==> config.mk <==
export PLATFORM = sky130hd
export DESIGN_NAME = time_set_ctrl
export DESIGN_NICKNAME = d
export VERILOG_FILES = /design/src/rtl/time_set_ctrl.sv
export SDC_FILE = /design/constraint.sdc
export NUM_CORES = 1
export LEC_CHECK = 0
export CORE_MARGIN = 5
export CORE_UTILIZATION = 40
export CTS_BUF_LIST = sky130_fd_sc_hd__clkbuf_8
export CTS_CLUSTER_SIZE = 40
export DETAILED_ROUTE_END_ITERATION = 7
export PLACE_DENSITY = 0.71
export SETUP_SLACK_MARGIN = 0.15
export SKIP_LAST_GASP = 1
export SLEW_MARGIN = 10
export SYNTH_ARGS = -nofsm -noshare
export SYNTH_HDL_FRONTEND = slang
export SYNTH_SLANG_ARGS = --single-unit
==> constraint.sdc <==
create_clock -name clk -period 3.95 [get_ports clk]
set_input_delay 0.79 -clock clk [delete_from_list [all_inputs] [get_ports clk]]
set_output_delay 0.79 -clock clk [all_outputs]
set_load 0.02 [all_outputs]
==> src/rtl/time_set_ctrl.sv <==
// rtl/time_set_ctrl.sv - HH:MM:SS run/set controller with 1 Hz prescaler
// Optional BLINK_EN: blink strobe for the selected field while in a set state.
module time_set_ctrl #(
    parameter int CLK_DIV = 50000000,
    parameter int CNT_W   = 26
) (
    input  logic       clk,
    input  logic       rst_n,
    input  logic       key_mode,
    input  logic       key_next,
    input  logic       key_inc,
    output logic [4:0] hour,
    output logic [5:0] minute,
    output logic [5:0] second,
    output logic       set_mode,
    output logic [1:0] field_sel,
    output logic       blink
);

    typedef enum logic [1:0] {RUN, SET_HH, SET_MM, SET_SS} state_t;

    localparam logic [CNT_W-1:0] CNT_MAX = CNT_W'(CLK_DIV - 1);

    state_t           state, state_nx;
    logic [CNT_W-1:0] cnt, cnt_nx;
    logic [4:0]       hour_nx;
    logic [5:0]       minute_nx, second_nx;
    logic [1:0]       field_nx;
    logic             tick;

    assign tick = (cnt == CNT_MAX);

    always_comb begin
        state_nx  = state;
        cnt_nx    = tick ? '0 : cnt + 1'b1;
        hour_nx   = hour;
        minute_nx = minute;
        second_nx = second;
        field_nx  = 2'd0;

        if (state == RUN) begin
            if (tick) begin
                second_nx = (second == 6'd59) ? 6'd0 : second + 6'd1;
                if (second == 6'd59) begin
                    minute_nx = (minute == 6'd59) ? 6'd0 : minute + 6'd1;
                    if (minute == 6'd59)
                        hour_nx = (hour == 5'd23) ? 5'd0 : hour + 5'd1;
                end
            end
            if (key_mode)
                state_nx = SET_HH;
        end else if (key_mode) begin
            // Restart the second so the first tick after leaving set lands a full period later.
            state_nx = RUN;
            cnt_nx   = '0;
        end else if (key_next) begin
            case (state)
                SET_HH:  state_nx = SET_MM;
                SET_MM:  state_nx = SET_SS;
                default: state_nx = SET_HH;
            endcase
        end else if (key_inc) begin
            case (state)
                SET_HH:  hour_nx   = (hour == 5'd23)   ? 5'd0 : hour + 5'd1;
                SET_MM:  minute_nx = (minute == 6'd59) ? 6'd0 : minute + 6'd1;
                default: second_nx = (second == 6'd59) ? 6'd0 : second + 6'd1;
            endcase
        end

        case (state_nx)
            SET_MM:  field_nx = 2'd1;
            SET_SS:  field_nx = 2'd2;
            default: field_nx = 2'd0;
        endcase
    end

    always_ff @(posedge clk or negedge rst_n) begin
        if (!rst_n) begin
            state     <= RUN;
            cnt       <= '0;
            hour      <= '0;
            minute    <= '0;
            second    <= '0;
            set_mode  <= 1'b0;
            field_sel <= 2'd0;
        end else begin
            state     <= state_nx;
            cnt       <= cnt_nx;
            hour      <= hour_nx;
            minute    <= minute_nx;
            second    <= second_nx;
            set_mode  <= (state_nx != RUN);
            field_sel <= field_nx;
        end
    end

`ifdef BLINK_EN
    localparam logic [CNT_W-1:0] CNT_HALF = CNT_W'(CLK_DIV / 2);

    always_ff @(posedge clk or negedge rst_n) begin
        if (!rst_n)
            blink <= 1'b0;
        else
            blink <= (state != RUN) && (cnt < CNT_HALF);
    end
`else
    assign blink = 1'b0;
`endif

endmodule
[Word level (Yosys, flattened, before mapping)]
Index checks and enable logic that the tools add are counted.
Storage, ports and cells
  flip-flop bits (word level): 48
  word-level logic and storage cells: 67
  output and inout bits: 21
  bits of input ports: 5
Operators by class
  reduce and logical (&&, ||, !) cells: 9
  eq/ne operators: 14
  add/sub/neg operators: 4
  mux-type cells: 33
Operators with widths (number)
  $mux 6: 15
  $mux 26: 3
  $mux 5: 9
  $add 26x1->26 const B: 1
  $eq 26x26->1 const B: 1
  $add 6x1->6 const B: 2
  $eq 6x6->1 const B: 2
  $ne 2x1->1 const B: 5
  $mux 2: 4
  $pmux 2 s2: 2
  $reduce_bool 2->1: 4
  $reduce_and 7->1: 1
  $eq 2x2->1 const B: 3
  $reduce_and 6->1: 1
  $add 5x1->5 const B: 1
  $eq 5x5->1 const B: 1
  $reduce_and 5->1: 1
  $eq 2x1->1 const B: 1
  $logic_not 2->1: 1
  $ne 2x2->1 const B: 1
  $reduce_or 2->1: 1

[Longest topological paths before layout]
Gate-level depths: netlist (run 1).
  word-level depth: 7
  depth in mapped cells: 9
  depth with buffers taken out: 7

[Worst setup path after synthesis (run 1)]
Ideal clock, no wire load.
  path type: input -> register
  from: input port key_next
  to: register hour[4]
  data required time: 3822 ps
  cell stages on the path: 4
  path slack: 1808 ps
  arrival: 2014 ps
  buffers on the path: 0
  cells stage by stage: nor4b_1 o2bb2a_1 a211oi_1 mux2_1
On the way
  longest elaborated chain between the ends: 2
RTL lines
  start, declared: RTL line 10  | input logic key_next,
  $ne 2x1->1 (no line)
  $reduce_and 7->1 (no line)
  end signal, assigned: RTL line 89  | hour <= hour_nx;
  end, declared: RTL line 12  | output logic [4:0] hour,
Every way passes these cells.
A chain may end at the register's enable or synchronous reset.

[Final worst setup path (run 1)]
  from: input port key_mode
  to: register hour[4]
On the way
  longest elaborated chain between the ends: 2
RTL lines
  start, declared: RTL line 9  | input logic key_mode,
  $ne 2x1->1 (no line)
  $reduce_and 7->1 (no line)
Every way passes these cells.

==> flow_summary.json, run 1 <==
{
  "status": "finished, final reports clean",
  "cts_hold_buf": 0,
  "fin_hold_ws_ns": 0.513,
  "cts.htree.levels": 2,
  "start_util_pct": 41.2,
  "area_growth_pct": 13.5,
  "finalCritPeriodShare_pct": 63.7,
  "synth.most_common_cell": "dfrtp_1",
  "yosysSeqAreaShare_pct": 45.9,
  "fin_crit_ns": 2.52,
  "syn-num-nets": 265,
  "portBuffers": 24,
  "min_path_type": "reg2reg",
  "power.density_nw_per_um2": 453,
  "place_hpwl_um": 3310,
  "wl_per_cell_um": 13.5,
  "grt_pass1_wl_um": 8420,
  "grt_overflow_total": 0,
  "arrival_ns": 2.71,
  "root_buffer": "clkbuf_8",
  "die_width_um": 90.9,
  "cts_resized": 0,
  "required_ns": 4.14,
  "finalClockSkew_ns": 0.00849,
  "layout-drive-gt1-share_pct": 10.1,
  "fillers": 578,
  "io_pins": 26,
  "syn_avg_cell_area_um2": 10.4,
  "grt_pass1_vias": 1830,
  "clkSinkCount": 48,
  "antenna_cells": 0,
  "startpoint_type": "input port",
  "peakVddDrop_mv": 0.247,
  "synth-seq-cells": 48,
  "num_rows": 29,
  "grt_antenna_before_repair": 0,
  "clk_pin_slew_ns": 0.09,
  "synth_top_area_cell": "dfrtp_1",
  "power.leakage_nw": 1.36,
  "drt_iter0_markers": 90,
  "layout.nets": 289,
  "hold_viol": 0,
  "ys_warn_count": 0,
  "grt_util_all_layers_pct": 12.2,
  "setup_slack_ns": 1.43,
  "fmax_ghz": 0.398,
  "grt_max_degree": 49,
  "ant_nets": 0,
  "die_h_um": 90.9,
  "path_class": "in2reg",
  "relSlewSlack_pct": 28.8,
  "syn-cell-area_um2": 2620,
  "synthArstFlopShare_pct": 100,
  "worstMarginPinSlew_ns": 1.07,
  "synthTopCellsByCount": "dfrtp_1 (48), nor2_1 (37), xor2_1 (19)",
  "via_per_inst": 5.27,
  "clockBufferDepth": 2,
  "route.detailed.drc": 0,
  "crit_fanout": 5,
  "wl_um": 4780,
  "post_cts_buffers": 0,
  "ys_top_cells_by_area": "dfrtp_1 (46%), xor2_1 (6.4%), nor2_1 (5.3%)",
  "gp_congestion": 0.788,
  "die-area_um2": 8260,
  "first_pass_iters": 4,
  "synth.distinct_cells": 53,
  "synth_top_area_share_pct": 45.9,
  "endpoint_kind": "register",
  "core_um2": 6350,
  "synth_edf_count": 0,
  "clock_latency_ns": 0.30,
  "maxCapViolations": 0,
  "rsz0062_at_grt": "no",
  "dp_slack_ns": 1.14,
  "synth_cells": 252,
  "synth-main-ff-cell": "dfrtp_1",
  "numCtsBuffers": 5,
  "drv_slew": 0,
  "final.setup.tns_ns": 0,
  "vias": 1861,
  "cts_tree": "yes",
  "setup_viol": 0
}
state kept, by name (all words and copies together) (netlist names):
register   count
hour           5
state          2
second         6
minute         6
cnt           26
set_mode       1
field_sel      2
critical path: stages:
cell	delay, ns
clkdlybuf4s50_1	0.47
nor4b_1	0.51
o2bb2a_1	0.33
a211oi_1	0.26
mux2_1	0.34
placed cells by master (no fill, tap or decap), types with 6 or more instances in the layout:
cell and count:
a21oi_1 6, and3_1 7, clkdlybuf4s50_1 23, dfrtp_1 48
ha_1 8, inv_1 10, nand2_1 13, nand3_1 14
nand4_1 9, nor2_1 37, nor2b_1 6, xnor2_1 6
xor2_1 19
cell families after synthesis:
| family | synth area share (%) |
|---|---|
| other cells | 0.143 |
| flops | 45.9 |
| compound gates | 7.74 |
| simple gates | 26.1 |
| fa+ha+maj | 3.82 |
| mux | 4.45 |
| buf+inv | 3.44 |
| xor+xnor | 8.37 |
per-layer routing:
layer / vias up / global-route usage, % / share of wire [%]
li1: 922 / - / -
met1: 900 / 15.5 / 47
met2: 34 / 20.0 / 48
met3: 5 / 3.08 / 4.1
met4: 0 / 4.16 / 1.1
met5: - / 0 / 0
final cells by class:
class / count / area, um^2 / share of cell area [%]
clock buffers: 5 / 68.8 / 2.32
inverters: 9 / 33.8 / 1.14
repair buffers: 24 / 235 / 7.92
clock inverters: 2 / 8.76 / 0.295
well taps: 77 / 96.3 / 3.24
multi-input cells: 188 / 1330 / 44.7
flip-flops and latches: 48 / 1200 / 40.4
path summary, 6_finish.rpt:
path | from | endpoint | slack (ns) | depth (start not counted)
worst min-delay path | second[5]$_DFFE_PN0P_ | second[5]$_DFFE_PN0P_ | 0.51 | 1
worst min register to register | second[5]$_DFFE_PN0P_ | second[5]$_DFFE_PN0P_ | 0.51 | 1
worst max-delay path | key_mode | hour[4]$_DFFE_PN0P_ | 1.43 | 5
worst max register to register | state[0]$_DFF_PN0_ | hour[4]$_DFFE_PN0P_ | 1.62 | 6
min in group asynchronous | rst_n | hour[1]$_DFFE_PN0P_ | 0.67 | 1
max in group asynchronous | rst_n | field_sel[0]$_DFF_PN0_ | 2.61 | 1
power by group:
group / switching (W) / leakage (nW) / internal (W) / total, W
clock: 0.000152 / 0.0452 / 0.000118 / 0.000270
combinational: 0.000240 / 0.677 / 0.000195 / 0.000435
sequential: 0.0000773 / 0.636 / 0.000564 / 0.000642
per-stage QoR:
stage | instance area [um^2] | utilization, % | cells | power [W]
2_1_floorplan | 2620 | - | 252 | 0.000926
3_3_place_gp | 2890 | 45.6 | 346 | 0.00108
3_5_place_dp | 2890 | 45.6 | 346 | 0.00109
4_1_cts | 2970 | 46.8 | 353 | 0.00137
5_1_grt | 2970 | 46.8 | 353 | 0.00145
6_report | 2970 | 46.8 | 353 | 0.00135
Note: power is estimated with default switching activity, not from simulation.
==> run 2, diff against run 1 <==
==> constraint.sdc (replaced) <==
create_clock -name clk -period 2.4 [get_ports clk]
set_input_delay 0.48 -clock clk [delete_from_list [all_inputs] [get_ports clk]]
set_output_delay 0.48 -clock clk [all_outputs]
set_load 0.02 [all_outputs]
==> run 2 against run 1 <==
Net effect: critical path depth increased by 1; routed wire length rose by 3.9%; clock skew rose by 0.00073 ns; non-clock buffer count up 7; largest power group unchanged; highest routed layer unchanged.
==> flow_summary.json, run 2 (synthesis gave the netlist of run 1 again) <==
{
  "status": "finished, final reports clean",
  "utilization_pct": 48.0,
  "layout.nets": 296,
  "final_cell_mix": "dfrtp_1 (48), nor2_1 (37), clkdlybuf4s50_1 (23)",
  "wl_met2_um": 2310,
  "relSlewSlack_pct": 30.5,
  "cts_tree": "yes",
  "grt_util_all_layers_pct": 12.9,
  "rr_startpoint": "minute[0]$_DFFE_PN0P_",
  "place_hpwl_um": 3480,
  "root_buffer": "clkbuf_8",
  "clkSinkCount": 48,
  "arrival_ns": 2.28,
  "wl_met3_um": 164,
  "via_per_inst": 5.27,
  "crit_chain": "ha_1 > nor2b_1 > nand2_1 > o2bb2a_1 > a211oi_1 > mux2_1",
  "startpoint_type": "register",
  "placed_cell_area_um2": 2950,
  "num_rows": 29,
  "maxCapViolations": 0,
  "grt_overflow_total": 0,
  "power.density_nw_per_um2": 754,
  "finalClockSkew_ns": 0.00922,
  "crit_slowest_cell": "dfrtp_1",
  "clockBufferDepth": 2,
  "portBuffers": 24,
  "path_class": "reg2reg",
  "die_width_um": 90.9,
  "hold_viol": 0,
  "min_path_type": "in2async",
  "finalCritPeriodShare_pct": 86.8,
  "clk_pin_slew_ns": 0.09,
  "vias": 1902,
  "final.setup.tns_ns": 0,
  "gp_congestion": 0.794,
  "layout_commonest_cell": "dfrtp_1",
  "fin_crit_ns": 2.08,
  "endpoint_kind": "register",
  "die_h_um": 90.9,
  "peakVddDrop_mv": 0.356,
  "rsz0062_at_grt": "no",
  "largest-register": "cnt",
  "numCtsBuffers": 5,
  "start_util_pct": 41.2,
  "drv_slew": 0,
  "area_growth_pct": 16.3,
  "wl_per_cell_um": 13.8,
  "fmax_ghz": 0.480,
  "die-area_um2": 8260,
  "grt_pass1_vias": 1935,
  "worstMarginPinSlew_ns": 1.04,
  "clock_latency_ns": 0.30,
  "final_cell_area_um2": 3050,
  "grt_pass1_wl_um": 8940,
  "wl_um": 4970,
  "cts.htree.levels": 2,
  "first_pass_iters": 4,
  "layout-drive-gt1-share_pct": 13.0,
  "wl_met1_um": 2410,
  "reg2reg_depth": 6,
  "grt_max_degree": 49,
  "core_um2": 6350,
  "largest_reg_flops": 26,
  "setup_viol": 0,
  "antenna_cells": 0,
  "io_pins": 26,
  "largestRegisters": "cnt: 26 flops, minute: 6 flops, second: 6 flops",
  "grt_antenna_before_repair": 0,
  "required_ns": 2.60,
  "route.detailed.drc": 0,
  "ff2ff_setup_slack_ns": 0.32,
  "power.leakage_nw": 1.40,
  "crit_fanout": 5,
  "drt_iter0_markers": 70,
  "ant_nets": 0,
  "slowest_delay_ns": 0.42,
  "routed.top_layer": "met4",
  "r2r_end": "hour[4]$_DFFE_PN0P_"
}
run 2: how the worst max path moves through the flow:
stage                                      from                  end  cells after the start
after CTS                 minute[0]$_DFFE_PN0P_  hour[4]$_DFFE_PN0P_                      6
after global routing      minute[0]$_DFFE_PN0P_  hour[4]$_DFFE_PN0P_                      6
after global placement                 key_next  hour[4]$_DFFE_PN0P_                      5
final                     minute[0]$_DFFE_PN0P_  hour[4]$_DFFE_PN0P_                      6
after floorplan              state[0]$_DFF_PN0_  hour[4]$_DFFE_PN0P_                      7
after detailed placement               key_next  hour[4]$_DFFE_PN0P_                      5
run 2: power by group:
| group | internal (W) | switching [W] |
|---|---|---|
| clock | 0.000230 | 0.000272 |
| combinational | 0.000340 | 0.000399 |
| sequential | 0.000929 | 0.000127 |
| total | 0.00150 | 0.000798 |
run 2: area by class of cell:
cell class,count,area (um^2)
Multi-Input combinational cell,188,1330
Tap cell,77,96.3
Inverter,9,33.8
Clock inverter,2,11.3
Sequential cell,48,1200
Timing Repair Buffer,31,288
Fill cell,586,3300
Clock buffer,6,82.6
run 2: timing repair:
action                                  in CTS  in global routing
hold buffers                                 0                  0
gates resized for setup                      0                  1
endpoints found under the setup margin       0                  4
buffers inserted                             0                  0
run 2: metal layers:
metal	vias to the layer above	track usage, %
li1	941	-
met1	926	17.0
met2	26	20.8
met3	9	2.67
met4	0	5.01
met5	-	0
run 2: critical path: cells and delay by family (launching register included):
kind                     cells  cell delay [ns]
flip-flops                   1             0.42
AND/OR/NAND/NOR              2             0.40
adder cells (fa/ha/maj)      1             0.21
AO/OA/AOI/OAI                2             0.61
multiplexers                 1             0.34
run 2: stage by stage:
step                      hold WS [ns]  instances  worst slack, ns  power, W
final                            0.269        361            0.318   0.00230
after global routing             0.326        361            0.154   0.00245
after CTS                        0.280        361            0.303   0.00233
after detailed placement         0.503        353           0.0350   0.00182
after global placement           0.502        353           0.0352   0.00180
after floorplan                  0.184        252            0.346   0.00152
